$ cat config.mk
export PLATFORM = sky130hd
export DESIGN_NAME = imm_split_seq_flat
export DESIGN_NICKNAME = d
export VERILOG_FILES = /design/src/rtl/imm_split_pkg.sv /design/src/rtl/imm_split_seq_if.sv /design/src/rtl/imm_split_calc.sv /design/src/rtl/imm_split_seq.sv /design/src/flat_wrapper.sv
export SDC_FILE = /design/constraint.sdc
export NUM_CORES = 1
export LEC_CHECK = 0
export ABC_CLOCK_PERIOD_IN_PS = 2200
export BUFFER_PORTS_ARGS = -buffer_cell sky130_fd_sc_hd__buf_4
export CORE_ASPECT_RATIO = 0.75
export CORE_UTILIZATION = 49
export DETAILED_ROUTE_END_ITERATION = 16
export PLACE_DENSITY = 0.85
export SYNTH_ARGS = -nofsm -noshare
export SYNTH_HDL_FRONTEND = slang
export SYNTH_SLANG_ARGS = --single-unit
$ cat constraint.sdc
create_clock -name clk -period 2.2 [get_ports clk]
set_input_delay 0.11 -clock clk [delete_from_list [all_inputs] [get_ports clk]]
set_output_delay 0.11 -clock clk [all_outputs]
set_load 0.02 [all_outputs]
$ cat src/rtl/imm_split_pkg.sv
// Shared constants, state encoding and instruction encoders for the LUI/ADDI constant splitter.
package imm_split_pkg;
  localparam int DATA_W = 32;
  localparam int HI_W   = 20;
  localparam int LO_W   = 12;
  localparam int RD_W   = 5;

  localparam logic [6:0] OPC_LUI   = 7'b0110111;
  localparam logic [6:0] OPC_OPIMM = 7'b0010011;
  localparam logic [2:0] F3_ADDI   = 3'b000;

  typedef enum logic [1:0] {IDLE, U_BEAT, I_BEAT} state_t;

  function automatic logic [DATA_W-1:0] enc_u(input logic [HI_W-1:0] hi, input logic [RD_W-1:0] rd);
    return {hi, rd, OPC_LUI};
  endfunction

  function automatic logic [DATA_W-1:0] enc_i(input logic [LO_W-1:0] lo, input logic [RD_W-1:0] rs1,
                                              input logic [RD_W-1:0] rd);
    return {lo, rs1, F3_ADDI, rd, OPC_OPIMM};
  endfunction
endpackage

$ cat src/rtl/imm_split_seq_if.sv
// Request/beat handshake bundle of imm_split_seq; slave is the block side, master the producer/consumer side.
interface imm_split_seq_if import imm_split_pkg::*; ();
  logic              in_valid;
  logic              in_ready;
  logic [DATA_W-1:0] in_const;
  logic [RD_W-1:0]   in_rd;
  logic              out_valid;
  logic              out_ready;
  logic [DATA_W-1:0] out_instr;
  logic [HI_W-1:0]   out_imm20;
  logic [LO_W-1:0]   out_imm12;
  logic              out_imm_src;
  logic              out_last;

  modport slave (
    input  in_valid, in_const, in_rd, out_ready,
    output in_ready, out_valid, out_instr, out_imm20, out_imm12, out_imm_src, out_last
  );

  modport master (
    output in_valid, in_const, in_rd, out_ready,
    input  in_ready, out_valid, out_instr, out_imm20, out_imm12, out_imm_src, out_last
  );
endinterface

$ cat src/rtl/imm_split_calc.sv
// Combinational split of a 32-bit constant into a LUI upper part and a sign-extended ADDI lower part.
module imm_split_calc import imm_split_pkg::*; (
  input  logic [DATA_W-1:0] i_const,
  output logic [HI_W-1:0]   o_hi,
  output logic [LO_W-1:0]   o_lo,
  output logic              o_hi_zero,
  output logic              o_lo_zero
);
  logic [DATA_W-1:0] w_sum;

  // Adding 0x800 pre-compensates the sign extension of lo; carry out of bit 31 wraps away.
  assign w_sum     = i_const + DATA_W'(32'h800);
  assign o_hi      = w_sum[DATA_W-1:LO_W];
  assign o_lo      = i_const[LO_W-1:0];
  assign o_hi_zero = (o_hi == '0);
  assign o_lo_zero = (o_lo == '0);
endmodule

$ cat src/rtl/imm_split_seq.sv
// Emits a LUI/ADDI beat sequence materialising a 32-bit constant into rd.
// Optional IMM_SPLIT_OPT_EN collapses the sequence to one beat when hi or lo is zero.
module imm_split_seq import imm_split_pkg::*; (
  input logic           clk,
  input logic           rst_n,
  imm_split_seq_if.slave bus
);
  logic [HI_W-1:0]   w_hi;
  logic [LO_W-1:0]   w_lo;
  logic              w_hi_zero;
  logic              w_lo_zero;

  state_t            r_state;
  logic [RD_W-1:0]   r_rd;
  logic [LO_W-1:0]   r_lo;
  logic              r_out_valid;
  logic [DATA_W-1:0] r_out_instr;
  logic [HI_W-1:0]   r_imm20;
  logic [LO_W-1:0]   r_imm12;
  logic              r_imm_src;
  logic              r_last;
  logic              w_beat_done;

  imm_split_calc u_calc (
    .i_const   (bus.in_const),
    .o_hi      (w_hi),
    .o_lo      (w_lo),
    .o_hi_zero (w_hi_zero),
    .o_lo_zero (w_lo_zero)
  );

`ifndef IMM_SPLIT_OPT_EN
  logic w_unused_zero;
  assign w_unused_zero = w_hi_zero ^ w_lo_zero;
`endif

  assign w_beat_done = r_out_valid && bus.out_ready;

  always_ff @(posedge clk or negedge rst_n) begin
    if (!rst_n) begin
      r_state     <= IDLE;
      r_rd        <= '0;
      r_lo        <= '0;
      r_out_valid <= 1'b0;
      r_out_instr <= '0;
      r_imm20     <= '0;
      r_imm12     <= '0;
      r_imm_src   <= 1'b0;
      r_last      <= 1'b0;
    end else begin
      case (r_state)
        IDLE: begin
          if (bus.in_valid) begin
            r_rd        <= bus.in_rd;
            r_lo        <= w_lo;
            r_out_valid <= 1'b1;
`ifdef IMM_SPLIT_OPT_EN
            if (w_hi_zero) begin
              // Upper part vanishes: a lone ADDI from x0 carries the whole value.
              r_state     <= I_BEAT;
              r_out_instr <= enc_i(w_lo, '0, bus.in_rd);
              r_imm20     <= '0;
              r_imm12     <= w_lo;
              r_imm_src   <= 1'b0;
              r_last      <= 1'b1;
            end else begin
              r_state     <= U_BEAT;
              r_out_instr <= enc_u(w_hi, bus.in_rd);
              r_imm20     <= w_hi;
              r_imm12     <= '0;
              r_imm_src   <= 1'b1;
              r_last      <= w_lo_zero;
            end
`else
            r_state     <= U_BEAT;
            r_out_instr <= enc_u(w_hi, bus.in_rd);
            r_imm20     <= w_hi;
            r_imm12     <= '0;
            r_imm_src   <= 1'b1;
            r_last      <= 1'b0;
`endif
          end
        end
        U_BEAT: begin
          if (w_beat_done) begin
            if (r_last) begin
              r_state     <= IDLE;
              r_out_valid <= 1'b0;
              r_out_instr <= '0;
              r_imm20     <= '0;
              r_imm12     <= '0;
              r_imm_src   <= 1'b0;
              r_last      <= 1'b0;
            end else begin
              r_state     <= I_BEAT;
              r_out_instr <= enc_i(r_lo, r_rd, r_rd);
              r_imm20     <= '0;
              r_imm12     <= r_lo;
              r_imm_src   <= 1'b0;
              r_last      <= 1'b1;
            end
          end
        end
        I_BEAT: begin
          if (w_beat_done) begin
            r_state     <= IDLE;
            r_out_valid <= 1'b0;
            r_out_instr <= '0;
            r_imm20     <= '0;
            r_imm12     <= '0;
            r_imm_src   <= 1'b0;
            r_last      <= 1'b0;
          end
        end
        default: begin
          r_state     <= IDLE;
          r_out_valid <= 1'b0;
        end
      endcase
    end
  end

  assign bus.in_ready    = (r_state == IDLE);
  assign bus.out_valid   = r_out_valid;
  assign bus.out_instr   = r_out_instr;
  assign bus.out_imm20   = r_imm20;
  assign bus.out_imm12   = r_imm12;
  assign bus.out_imm_src = r_imm_src;
  assign bus.out_last    = r_last;
endmodule
$ cat src/flat_wrapper.sv
// flat-port wrapper written by rule: the top's interface ports become plain ports
module imm_split_seq_flat import imm_split_pkg::*;
  (clk, rst_n, bus_in_valid, bus_in_const, bus_in_rd, bus_out_ready, bus_in_ready, bus_out_valid, bus_out_instr, bus_out_imm20, bus_out_imm12, bus_out_imm_src, bus_out_last);
  imm_split_seq_if bus_i ();
  input logic clk;
  input logic rst_n;
  input wire logic [$bits(bus_i.in_valid)-1:0] bus_in_valid;
  input wire logic [$bits(bus_i.in_const)-1:0] bus_in_const;
  input wire logic [$bits(bus_i.in_rd)-1:0] bus_in_rd;
  input wire logic [$bits(bus_i.out_ready)-1:0] bus_out_ready;
  output wire logic [$bits(bus_i.in_ready)-1:0] bus_in_ready;
  output wire logic [$bits(bus_i.out_valid)-1:0] bus_out_valid;
  output wire logic [$bits(bus_i.out_instr)-1:0] bus_out_instr;
  output wire logic [$bits(bus_i.out_imm20)-1:0] bus_out_imm20;
  output wire logic [$bits(bus_i.out_imm12)-1:0] bus_out_imm12;
  output wire logic [$bits(bus_i.out_imm_src)-1:0] bus_out_imm_src;
  output wire logic [$bits(bus_i.out_last)-1:0] bus_out_last;
  assign bus_i.in_valid = bus_in_valid;
  assign bus_i.in_const = bus_in_const;
  assign bus_i.in_rd = bus_in_rd;
  assign bus_i.out_ready = bus_out_ready;
  assign bus_in_ready = bus_i.in_ready;
  assign bus_out_valid = bus_i.out_valid;
  assign bus_out_instr = bus_i.out_instr;
  assign bus_out_imm20 = bus_i.out_imm20;
  assign bus_out_imm12 = bus_i.out_imm12;
  assign bus_out_imm_src = bus_i.out_imm_src;
  assign bus_out_last = bus_i.out_last;
  imm_split_seq u_core (.clk(clk), .rst_n(rst_n), .bus(bus_i));
endmodule
* Word level (Yosys, flattened, before mapping)
Cells that the tools add are included.
** Storage, ports and cells
- Register bits after elaboration :: 86
** Operators by class
- Add/sub/neg operators :: 1
- Equal/unequal tests :: 7
- Mux-type cells :: 28
- Reduce and logical (&&, ||, !) cells :: 10
** Operators with widths (count)
- $mux W32 :: 4
- $pmux W32 S3 :: 1
- $mux W12 :: 4
- $mux W20 :: 2
- $pmux W20 S2 :: 1
- $pmux W12 S3 :: 1
- $add A32 B12 Y32 const B :: 1
- $mux W2 :: 4
- $ne A2 B1 Y1 const B :: 4
- $reduce_and A4 Y1 :: 2
- $mux W1 :: 7
- $pmux W1 S3 :: 2
- $pmux W2 S3 :: 1
- $reduce_and A3 Y1 :: 2
- $reduce_bool A3 Y1 :: 1
- $eq A2 B1 Y1 const B :: 1
- $eq A2 B2 Y1 const B :: 1
- $logic_not A2 Y1 :: 1
- $ne A2 B2 Y1 const B :: 1
- $pmux W1 S2 :: 1
- $reduce_and A2 Y1 :: 1
- $reduce_bool A2 Y1 :: 1
- $reduce_or A2 Y1 :: 1
- $logic_and A1 B1 Y1 :: 1

* Depth between registers and ports, before layout
Gate-level depths: netlist (run 1).
- Depth after elaboration :: 4
- Gate-level depth with buffers :: 9
- Depth with buffers taken out :: 7

* Hierarchy
A second synthesis (run 1) with hierarchy kept.
** Second synthesis, totals
- Cells, all modules :: 362
- Area, all modules :: 4250.3 µm²
** Modules (own cells, without submodules)
- imm_split_seq :: times used 1, cells an instance 258, area each 3494.6 µm²
- imm_split_calc :: times used 1, cells an instance 104, area each 755.7 µm²

* Least setup slack after synthesis (run 1)
OpenSTA, ideal clock, no wires.
- Path kind :: register -> register
- Start :: register u_core.r_state[0]
- End :: register u_core.r_imm20[7], in the netlist u_core.bus.out_imm20[7]
- Data arrival time :: 1.711 ns
- Data required time :: 2.075 ns
- Path slack :: 0.365 ns
- Stages on the path, launching flop included :: 8
- Path buffers :: 1
- Period minus slack after synthesis :: 1.835 ns
- Path through :: dfrtp_1 inv_1 ha_1 nand2b_1 o21ai_1 a21o_1 buf_2 mux2_2
** Between the ends
- Elaborated cells on any way between the ends :: 9
- Those cells by class :: eq/ne: 4; mux: 1; reduce/logical: 4
** RTL lines
- start: declaration :: RTL line imm_split_seq.sv:13 : state_t r_state;
- start signal: assignment :: RTL line imm_split_seq.sv:41 : r_state <= IDLE;
- start signal: assignment :: RTL line imm_split_seq.sv:75 : r_state <= U_BEAT;
- start signal: assignment :: RTL line imm_split_seq.sv:87 : r_state <= IDLE;
- $logic_not A2 Y1 (*)
- via bus_in_ready :: RTL line flat_wrapper.sv:11 : output wire logic [$bits(bus_i.in_ready)-1:0] bus_in_ready;
- $ne A2 B2 Y1 (no line) or $reduce_bool A2 Y1 (tied branches)
- $reduce_and A3 Y1 (no line)
- end signal: assignment :: RTL line imm_split_seq.sv:77 : r_imm20 <= w_hi;
- end: declaration :: RTL line imm_split_seq.sv:18 : logic [HI_W-1:0] r_imm20;
The timed path passes the listed nets; every way through them passes the cells marked *.
A chain may end at the register's enable or synchronous reset.

* Worst setup path after layout (run 1)
- Start :: register u_core.r_state[0]
- End :: register u_core.r_out_instr[30], in the netlist u_core.bus.out_instr[30]
** Between the ends
- Cells in the longest elaborated chain, start to end :: 3
- Elaborated cells on any way between the ends :: 9
- Those cells by class :: eq/ne: 5; mux: 1; reduce/logical: 3
** Ends and longest elaborated chain
- $eq A2 B2 Y1, or another cell as far along :: RTL line imm_split_seq.sv:51 : case (r_state)
- $ne A2 B1 Y1 (no line), or another cell as far along
- $reduce_and A4 Y1 (no line)
- end signal: assignment :: RTL line imm_split_seq.sv:76 : r_out_instr <= enc_u(w_hi, bus.in_rd);
- end signal: assignment :: RTL line imm_split_seq.sv:96 : r_out_instr <= enc_i(r_lo, r_rd, r_rd);
- end: declaration :: RTL line imm_split_seq.sv:17 : logic [DATA_W-1:0] r_out_instr;
Parallel ways exist; a longest one is shown, timed or not.

==> results.txt, run 1 <==
GRT Util Overall - 0.253
Max VDD drop - 857 µV
Clock Skews - 0.00592 ns
Core box area - 0.00736 mm²
Switching part of the total - 0.436
Critical Path Fanout Max - 48
Post-Synth Simple-Gate Area - 0.190
Synth Area in Compound Gates - 0.105
Finished Cell Area - 0.00502 mm²
Vert. Die Dim - 77.6 µm
Initial cell density of the core - 0.507
Post-Synth Adder-Cell Area - 0.0134
Clk pin slew, worst setup/hold paths - 0.08 ns
Clock latency on the worst-skew pair - 0.35 ns
Final #Nets - 536
Final HPWL DP - 6870 µm
# clock sinks - 81
Drt via density - 5.35
First-pass GRT wire length - 15100 µm
CP required - 2.46 ns
Static Leak - 2.45 nW
DRT iter0 DRCs - 140
Most common cell in the netlist - dfrtp_1
Vias post-DR - 3196
Top FF cell, synth - dfrtp_1
Relative slew slack - 0.673
Clock buffer depth - 2
Power per cell area - 1580 mW/mm²
CP arrival - 2.32 ns
CTS buffer count - 9
# H-tree levels - 3
Synthesis-to-layout area growth - 34.4%
CTS hold repair buffers - 15
Vias in the first global route - 3125
Synthesized area - 0.00374 mm²
Worst min-delay path category - input pin to register
Main combinational cell family by area after synthesis - simple AND/OR/NAND/NOR gates
Avg WL per Cell - 15.9 µm
Max-slew violation count - 0
Largest net degree at the start of global routing - 82
CP peak stage delay - 0.42 ns
Synthesis Warnings - 0
Cell Area, Placed - 0.00466 mm²
Pre-Repair DR Iteration Count - 4
Final setup fails - 0
# diodes - 0
Ranking of synthesized cells by area - dfrtp_1 54%, nand2_1 8.0%, mux2_2 6.3%, nor2_1 3.4%, o21ai_0 2.8%
Register area share after synthesis - 0.543
Area share of the largest cell type after synthesis - 0.543
Cell-by-cell listing of the critical path - inv_1 > ha_1 > o21ai_1 > or2_1 > buf_12 > a21oi_1 > a221oi_2
CTS tree - built
DRC - 0
Root Driver - clkbuf_8
Cts repair resizes - 0
CP Class - register to register
Area leader, netlist - dfrtp_1
Final Hold Slack - 0.0273 ns
TNS Setup - 0 ns
Xor/xnor cell area share of the yosys netlist - 0.0445
RSZ-0062 raised after global routing - no
Proportion of synthesized area in mux cells - 0.0660
Routability congestion estimate - 0.900
Full die area - 0.00798 mm²
Num ports - 109
Power, Total - 7.95 mW
Post-CTS Repair Setup Buffers - 0
Period utilization - 0.936
CP Launch Type - register
Switching component of the power - 3.47 mW
Synth unique cells - 42
Row count - 27
Worst setup EP type - register
Proportion of layout cells with a drive suffix above 1 - 0.331
Final min period - 2.06 ns
Number of synthesized flops with an enable pin - 0
Internal Power - 4.48 mW
Seq cells post-synth - 81
I/O Buffers - 106
Status - finished clean
Max Cap Violations - 0
Worst path slowest cell - ha_1
Initial antenna violation count - 0
Max Clk Rate - 0.486 GHz
Clock network power share - 0.139
Antenna violation net count after detailed routing - 0
Worst-margin pin slew - 0.486 ns
Seq pwr share - 0.333
Die Width - 103 µm
Final hold viol count - 0
Grt ovf - 0
Logic pwr share - 0.528
Post-Syn Instances - 371
Syn Area/Cell - 10.1 µm²
Async SR Flop Fraction - 1.00
Total Wirelength - 9510 µm
Post-synth top cells - 81 x dfrtp_1, 80 x nand2_1, 34 x nor2_1
power by group through the flow:
stage	clock network [mW]	registers (mW)	logic, mW
detailed placement	0	2.65	4.18
finish	1.10	2.65	4.20
global route	1.20	2.71	4.57
CTS	1.13	2.63	4.21
global placement	0	2.64	4.04
floorplan	0	3.11	2.08
per-layer routing:
metal  routed length [µm]  track usage
met5                    0            0
met4                  102       0.0662
met3                  645       0.0775
met2                 4430        0.403
met1                 4330        0.335
worst max-delay path: cells and delay by family (launching register included):
| family | cells | cell delay, ns |
|---|---|---|
| buf+inv | 2 | 0.31 |
| fa+ha+maj | 1 | 0.42 |
| compound gates | 3 | 0.65 |
| simple gates | 1 | 0.19 |
| flops | 1 | 0.39 |
cell type report:
type / instances / area [µm²]
flip-flops and latches: 81 / 2030
inverters: 5 / 18.8
clock buffers: 10 / 138
well taps: 101 / 126
fillers: 560 / 2340
clock inverters: 6 / 66.3
repair buffers: 132 / 1070
multi-input cells: 262 / 1580
worst paths after layout:
| kind | startpoint | to | slack, ns | depth (start not counted) |
|---|---|---|---|---|
| setup / recovery | u_core.r_state[0] | u_core.bus.out_instr[30] | 0.14 | 7 |
| hold / removal | bus_in_rd[1] | u_core.r_rd[1] | 0.03 | 2 |
| setup reg to reg | u_core.r_state[0] | u_core.bus.out_instr[30] | 0.14 | 7 |
| hold reg to reg | u_core.bus.out_imm12[8] | u_core.bus.out_imm12[8] | 0.47 | 2 |
| max in group asynchronous | rst_n | u_core.bus.out_imm20[7] | 1.56 | 3 |
| min in group asynchronous | rst_n | u_core.bus.out_imm12[7] | 0.33 | 3 |
flip-flops by register name, indices dropped and copies added, names as in the netlist:
register and count:
u_core.bus.out_instr 27, u_core.r_lo 12, u_core.r_rd 5, u_core.bus.out_imm20 20, u_core.bus.out_last 1, u_core.bus.out_imm_src 1, u_core.r_state 2, u_core.bus.out_imm12 12
u_core.bus.out_valid 1
kinds of logic after synthesis:
family / count (synthesis)
other cells: 1
compound gates: 64
mux: 22
xor+xnor: 19
flops: 81
buf+inv: 29
fa+ha+maj: 4
simple gates: 151
per-stage QoR:
step                      instances  utilization  setup WS, ns
after floorplan                 372            -         0.365
after global placement          565        0.632         0.311
after detailed placement        565        0.632         0.186
after CTS                       596        0.680         0.171
after global routing            597        0.682        0.0283
final                           597        0.682         0.142
cells in the final DEF, fill, tap and decap left out, types with 6 or more instances in the layout:
cell / netlist / routed
dlygate4sd3_1: 0 / 16
buf_4: 5 / 113
nand2_1: 80 / 80
clkbuf_8: 0 / 10
nor2_1: 34 / 33
dfrtp_1: 81 / 81
mux2_2: 21 / 21
a21oi_1: 16 / 16
o21ai_0: 21 / 21
xnor2_1: 8 / 8
nand3_1: 17 / 17
o22ai_1: 6 / 6
xor2_1: 11 / 11
Power figures use the tool's default switching activity.
==> run 2: changes to the inputs <==
--- a/config.mk
+++ b/config.mk
@@ -8,6 +8,7 @@
 export ABC_CLOCK_PERIOD_IN_PS = 2200
 export BUFFER_PORTS_ARGS = -buffer_cell sky130_fd_sc_hd__buf_4
 export CORE_ASPECT_RATIO = 0.75
+export CORE_MARGIN = 3
 export CORE_UTILIZATION = 49
 export DETAILED_ROUTE_END_ITERATION = 16
 export PLACE_DENSITY = 0.85
==> run 2 against run 1 <==
Die area rose by 9.2%. Critical endpoint unchanged. Power down 0.30%. Wire length grew 7.4%. Critical path depth is the same. Sequential power about the same. Combinational power grew 1%. First-iteration DRC count is 7.9% higher. Register-to-register slack improved by 0.04 ns. Design area is 0.12% higher. Hold slack got worse by 0.0047 ns. Maximum frequency rose by 2.0%. Clock power decreased by 7%.
==> results.txt, run 2 (synthesized netlist as in run 1, its figures left out) <==
M3 GR Usage - 0.0691
Pre-Repair DR Iteration Count - 4
Power per cell area - 1580 mW/mm²
CTS buffer count - 9
Max VDD drop - 848 µV
# clock sinks - 81
Drt via density - 5.42
Max-slew violation count - 0
Relative slew slack - 0.514
Worst-margin pin slew - 0.729 ns
DRT iter0 DRCs - 151
Vias in the first global route - 3399
Routability congestion estimate - 0.974
Final Hold Slack - 0.0225 ns
Clock latency on the worst-skew pair - 0.35 ns
Core box area - 0.00709 mm²
Initial cell density of the core - 0.527
Critical Path Fanout Max - 24
Met2 Track Usage GR - 0.405
Antenna violation net count after detailed routing - 0
Full die area - 0.00872 mm²
Final min period - 2.02 ns
Logic pwr share - 0.535
Clock buffer depth - 2
Internal Power - 4.44 mW
Die Width - 107 µm
Row count - 26
Leading cell type in the layout, fill and taps excluded - buf_4
Grt met1 use - 0.313
Worst reg2reg path depth - 7
Switching part of the total - 0.440
Max Cap Violations - 0
Worst min-delay path category - input pin to register
CTS tree - built
# H-tree levels - 3
First-pass GRT wire length - 16400 µm
Grt ovf - 0
Seq pwr share - 0.336
Static Leak - 2.45 nW
Final HPWL DP - 7510 µm
Vias post-DR - 3242
Switching component of the power - 3.49 mW
DRC - 0
Max Clk Rate - 0.496 GHz
CP arrival - 2.27 ns
Proportion of layout cells with a drive suffix above 1 - 0.333
Max FFs per register - 27
Cts repair resizes - 0
Final core utilization - 0.709
Busiest layer in global routing - met2
CP required - 2.45 ns
Post-CTS Repair Setup Buffers - 0
Clk pin slew, worst setup/hold paths - 0.08 ns
Largest net degree at the start of global routing - 56
Status - finished clean
RSZ-0062 raised after global routing - no
Most frequent cells in the layout - 116 x buf_4, 81 x dfrtp_1, 80 x nand2_1, 33 x nor2_1
I/O Buffers - 106
Root Driver - clkbuf_8
Worst setup EP type - register
Clock Skews - 0.00909 ns
Hold path depth - 2
Period utilization - 0.917
Synthesis-to-layout area growth - 34.6%
Avg WL per Cell - 17.1 µm
TNS Setup - 0 ns
Clock network power share - 0.128
Final #Nets - 539
Vert. Die Dim - 81.6 µm
Initial antenna violation count - 0
Final setup fails - 0
Num ports - 109
Total Wirelength - 10200 µm
CTS hold repair buffers - 13
Final hold viol count - 0
CP Class - register to register
CP Launch Type - register
GRT Util Overall - 0.245
-- run 2: cell count changes in the layout (fill, tap and decap cells not counted), sizes merged --
| cell | change |
|---|---|
| buf | +3 |
| clkinv | -3 |
| clkbuf | +2 |
| bufinv | -1 |
| clkinvlp | +1 |
| diode | +1 |
| inv | +1 |
-- run 2: power by group through the flow --
| stage | Clock [mW] | Combinational, mW | Sequential (mW) |
|---|---|---|---|
| 3_3_place_gp | 0 | 4.11 | 2.65 |
| 2_1_floorplan | 0 | 2.08 | 3.11 |
| 6_report | 1.02 | 4.25 | 2.66 |
| 3_5_place_dp | 0 | 4.25 | 2.67 |
| 5_1_grt | 1.12 | 4.67 | 2.72 |
| 4_1_cts | 1.04 | 4.27 | 2.65 |
-- run 2: cell type report --
cell class,instances,area [µm²]
Fill cell,534,2060
Sequential cell,81,2030
Multi-Input combinational cell,262,1580
Timing Repair Buffer,135,1090
Clock buffer,12,155
Tap cell,98,123
Clock inverter,4,33.8
Inverter,5,18.8
Antenna cell,1,2.50
-- run 2: stage by stage --
stage / cell area (µm²) / worst slack, ns / total power, mW / cells
floorplan: 3740 / 0.365 / 5.20 / 372
global placement: 4680 / 0.293 / 6.76 / 565
detailed placement: 4680 / 0.194 / 6.92 / 565
CTS: 4990 / 0.196 / 7.96 / 594
global route: 5020 / 0.0224 / 8.51 / 597
finish: 5030 / 0.182 / 7.93 / 598
-- run 2: layer usage --
| layer | up-vias | wire [µm] |
|---|---|---|
| li1 | 1509 | - |
| met1 | 1571 | 4330 |
| met2 | 142 | 4800 |
| met3 | 20 | 855 |
| met4 | 0 | 222 |
| met5 | - | 0 |
-- run 2: final timing paths --
kind / to / startpoint / slack (ns)
max in group asynchronous: u_core.bus.out_instr[16] / rst_n / 1.23
worst min register to register: u_core.bus.out_imm12[2] / u_core.bus.out_imm12[2] / 0.48
worst max register to register: u_core.bus.out_instr[30] / u_core.r_state[0] / 0.18
worst min-delay path: u_core.r_lo[0] / bus_in_const[0] / 0.02
worst max-delay path: u_core.bus.out_instr[30] / u_core.r_state[0] / 0.18
min in group asynchronous: u_core.bus.out_imm12[5] / rst_n / 0.34
-- run 2: critical path, cell delays in order (launching register included) --
cell and delay, ns:
dfrtp_1 0.38, inv_1 0.07, ha_1 0.40, o21ai_1 0.27, or2_1 0.18, buf_4 0.26, a21oi_1 0.08, a221oi_2 0.29
==> run 3: changes to the inputs <==
--- a/config.mk
+++ b/config.mk
@@ -9,9 +9,9 @@
 export BUFFER_PORTS_ARGS = -buffer_cell sky130_fd_sc_hd__buf_4
 export CORE_ASPECT_RATIO = 0.75
 export CORE_MARGIN = 3
-export CORE_UTILIZATION = 49
+export CORE_UTILIZATION = 52
 export DETAILED_ROUTE_END_ITERATION = 16
-export PLACE_DENSITY = 0.85
+export PLACE_DENSITY = 0.89
 export SYNTH_ARGS = -nofsm -noshare
 export SYNTH_HDL_FRONTEND = slang
 export SYNTH_SLANG_ARGS = --single-unit
==> run 3 against run 2 <==
Critical path depth increased by 1. Largest power group unchanged. Count of clock-buffer cells in the layout decreased by 3. Global-route usage increased by 0.83 points. Clock skew increased by 0.0011 ns. Clock power increased by 12%. Wire length decreased by 1.9%. Non-clock buffer count increased by 2. Utilization increased by 2.1 points. Register-to-register slack about the same. Final cell count increased by 0.17%. Design area increased by 0.17%. Largest cell class unchanged.
==> results.txt, run 3 (synthesized netlist as in run 1, its figures left out) <==
Leading cell type in the layout, fill and taps excluded - buf_4
Period utilization - 0.915
Clk pin slew, worst setup/hold paths - 0.09 ns
CP arrival - 2.28 ns
Drt via density - 5.44
Cts repair resizes - 0
Max-slew violation count - 0
Clock buffer depth - 2
Worst min-delay path category - input pin to register
Buffer and inverter count on the worst path - 2
Initial cell density of the core - 0.542
Core box area - 0.00690 mm²
Status - finished clean
Grt ovf - 0
Switching part of the total - 0.444
Clock Skews - 0.0102 ns
Proportion of layout cells with a drive suffix above 1 - 0.335
Max VDD drop - 995 µV
Relative slew slack - 0.648
Metal1 wirelength - 4110 µm
Final WS setup - 0.188 ns
Placed cell count - 566
Place WS - 0.217 ns
Final HPWL DP - 7500 µm
Worst path slowest cell - dfrtp_1
# H-tree levels - 3
RSZ-0062 raised after global routing - no
Critical Path Fanout Max - 15
Pre-Repair DR Iteration Count - 5
Cell-by-cell listing of the critical path - inv_1 > ha_1 > nor2_1 > a21oi_1 > or2_1 > buf_4 > a21oi_1 > o22ai_1
Max Clk Rate - 0.497 GHz
Worst setup EP type - register
Antenna violation net count after detailed routing - 0
Avg WL per Cell - 16.7 µm
CP required - 2.47 ns
GRT Util Overall - 0.253
Vert. Die Dim - 79.4 µm
Post-CTS Repair Setup Buffers - 0
DRT iter0 DRCs - 223
Num ports - 109
Row count - 26
DRC - 0
Static Leak - 2.46 nW
CTS hold repair buffers - 17
# clock sinks - 81
Root Driver - clkbuf_8
Seq pwr share - 0.331
Finished Cell Area - 0.00504 mm²
Highest metal used - met4
# diodes - 0
CTS tree - built
WL met3 - 892 µm
Switching component of the power - 3.56 mW
Initial antenna violation count - 0
Logic pwr share - 0.527
Clock latency on the worst-skew pair - 0.36 ns
Vias in the first global route - 3326
Worst-margin pin slew - 0.529 ns
CP Class - register to register
Largest net degree at the start of global routing - 43
Cell family with most CP delay - simple AND/OR/NAND/NOR gates
Cell mode on critical path - a21oi_1
Final min period - 2.01 ns
Total Wirelength - 10000 µm
Max FFs per register - 27
TNS Setup - 0 ns
Full die area - 0.00825 mm²
Internal Power - 4.45 mW
Routability congestion estimate - 0.961
Length of routed met2 wiring - 4800 µm
I/O Buffers - 106
First-pass GRT wire length - 16500 µm
Clock network power share - 0.142
Cell Area, Placed - 0.00466 mm²
Die Width - 104 µm
Most frequent cells in the layout - 119 x buf_4, 81 x dfrtp_1, 80 x nand2_1, 33 x nor2_1
Synthesis-to-layout area growth - 34.8%
Power per cell area - 1590 mW/mm²
CP peak stage delay - 0.40 ns
CTS buffer count - 9
Fin cells - 599
CP Launch Type - register
Vias post-DR - 3257
Final #Nets - 541
Final hold viol count - 0
Final setup fails - 0
Max Cap Violations - 0
-- run 3: changes by cell type in the layout (fill, tap and decap cells not counted), sizes merged --
cell	previous run	this run
buf	119	120
inv	7	9
clkbuf	12	9
bufinv	0	1
diode	1	0
dlygate4sd3	16	17
-- run 3: metrics by stage --
stage	hold slack (ns)	util	power, mW
5_1_grt	0.0583	0.730	8.55
6_report	0.0445	0.730	8.00
3_3_place_gp	0.117	0.675	6.68
3_5_place_dp	0.126	0.675	6.85
2_1_floorplan	-0.186	-	5.20
4_1_cts	0.0251	0.730	8.03
-- run 3: metal layers --
layer | up-vias | GRT usage
met1 | 1569 | 0.324
met4 | 0 | 0.0876
met5 | - | 0
met3 | 20 | 0.0695
met2 | 162 | 0.420
li1 | 1506 | -
-- run 3: area by class of cell --
| type | instances | area, µm² |
|---|---|---|
| sequential | 81 | 2030 |
| fill | 504 | 1860 |
| multi-input combinational | 262 | 1580 |
| timing repair buffer | 137 | 1080 |
| clock buffer | 9 | 124 |
| tap | 98 | 123 |
| clock inverter | 7 | 83.8 |
| inverter | 5 | 18.8 |
-- run 3: worst reg2reg max path, delay by kind of cell (launching register included) --
family,cells,cell delay [ns]
buffers and inverters,2,0.37
flip-flops,1,0.40
AND/OR/NAND/NOR,2,0.48
AO/OA/AOI/OAI,3,0.47
adder cells (fa/ha/maj),1,0.21
-- run 3: power groups by stage --
stage / Sequential (mW) / Combinational (mW) / Clock [mW]
6_report: 2.65 / 4.22 / 1.14
4_1_cts: 2.64 / 4.22 / 1.17
5_1_grt: 2.72 / 4.60 / 1.23
2_1_floorplan: 3.11 / 2.08 / 0
3_3_place_gp: 2.64 / 4.04 / 0
3_5_place_dp: 2.66 / 4.19 / 0
-- run 3: final timing paths --
path                                          from                       end  slack (ns)  cells past startpoint
max in group asynchronous                    rst_n            u_core.r_lo[1]        1.33                      3
setup / recovery                 u_core.r_state[1]  u_core.bus.out_instr[24]        0.19                      8
hold / removal                        bus_in_valid         u_core.r_state[0]        0.04                      3
hold reg to reg            u_core.bus.out_imm12[3]   u_core.bus.out_imm12[3]        0.49                      2
setup reg to reg                 u_core.r_state[1]  u_core.bus.out_instr[24]        0.19                      8
min in group asynchronous                    rst_n  u_core.bus.out_imm20[12]        0.28                      2
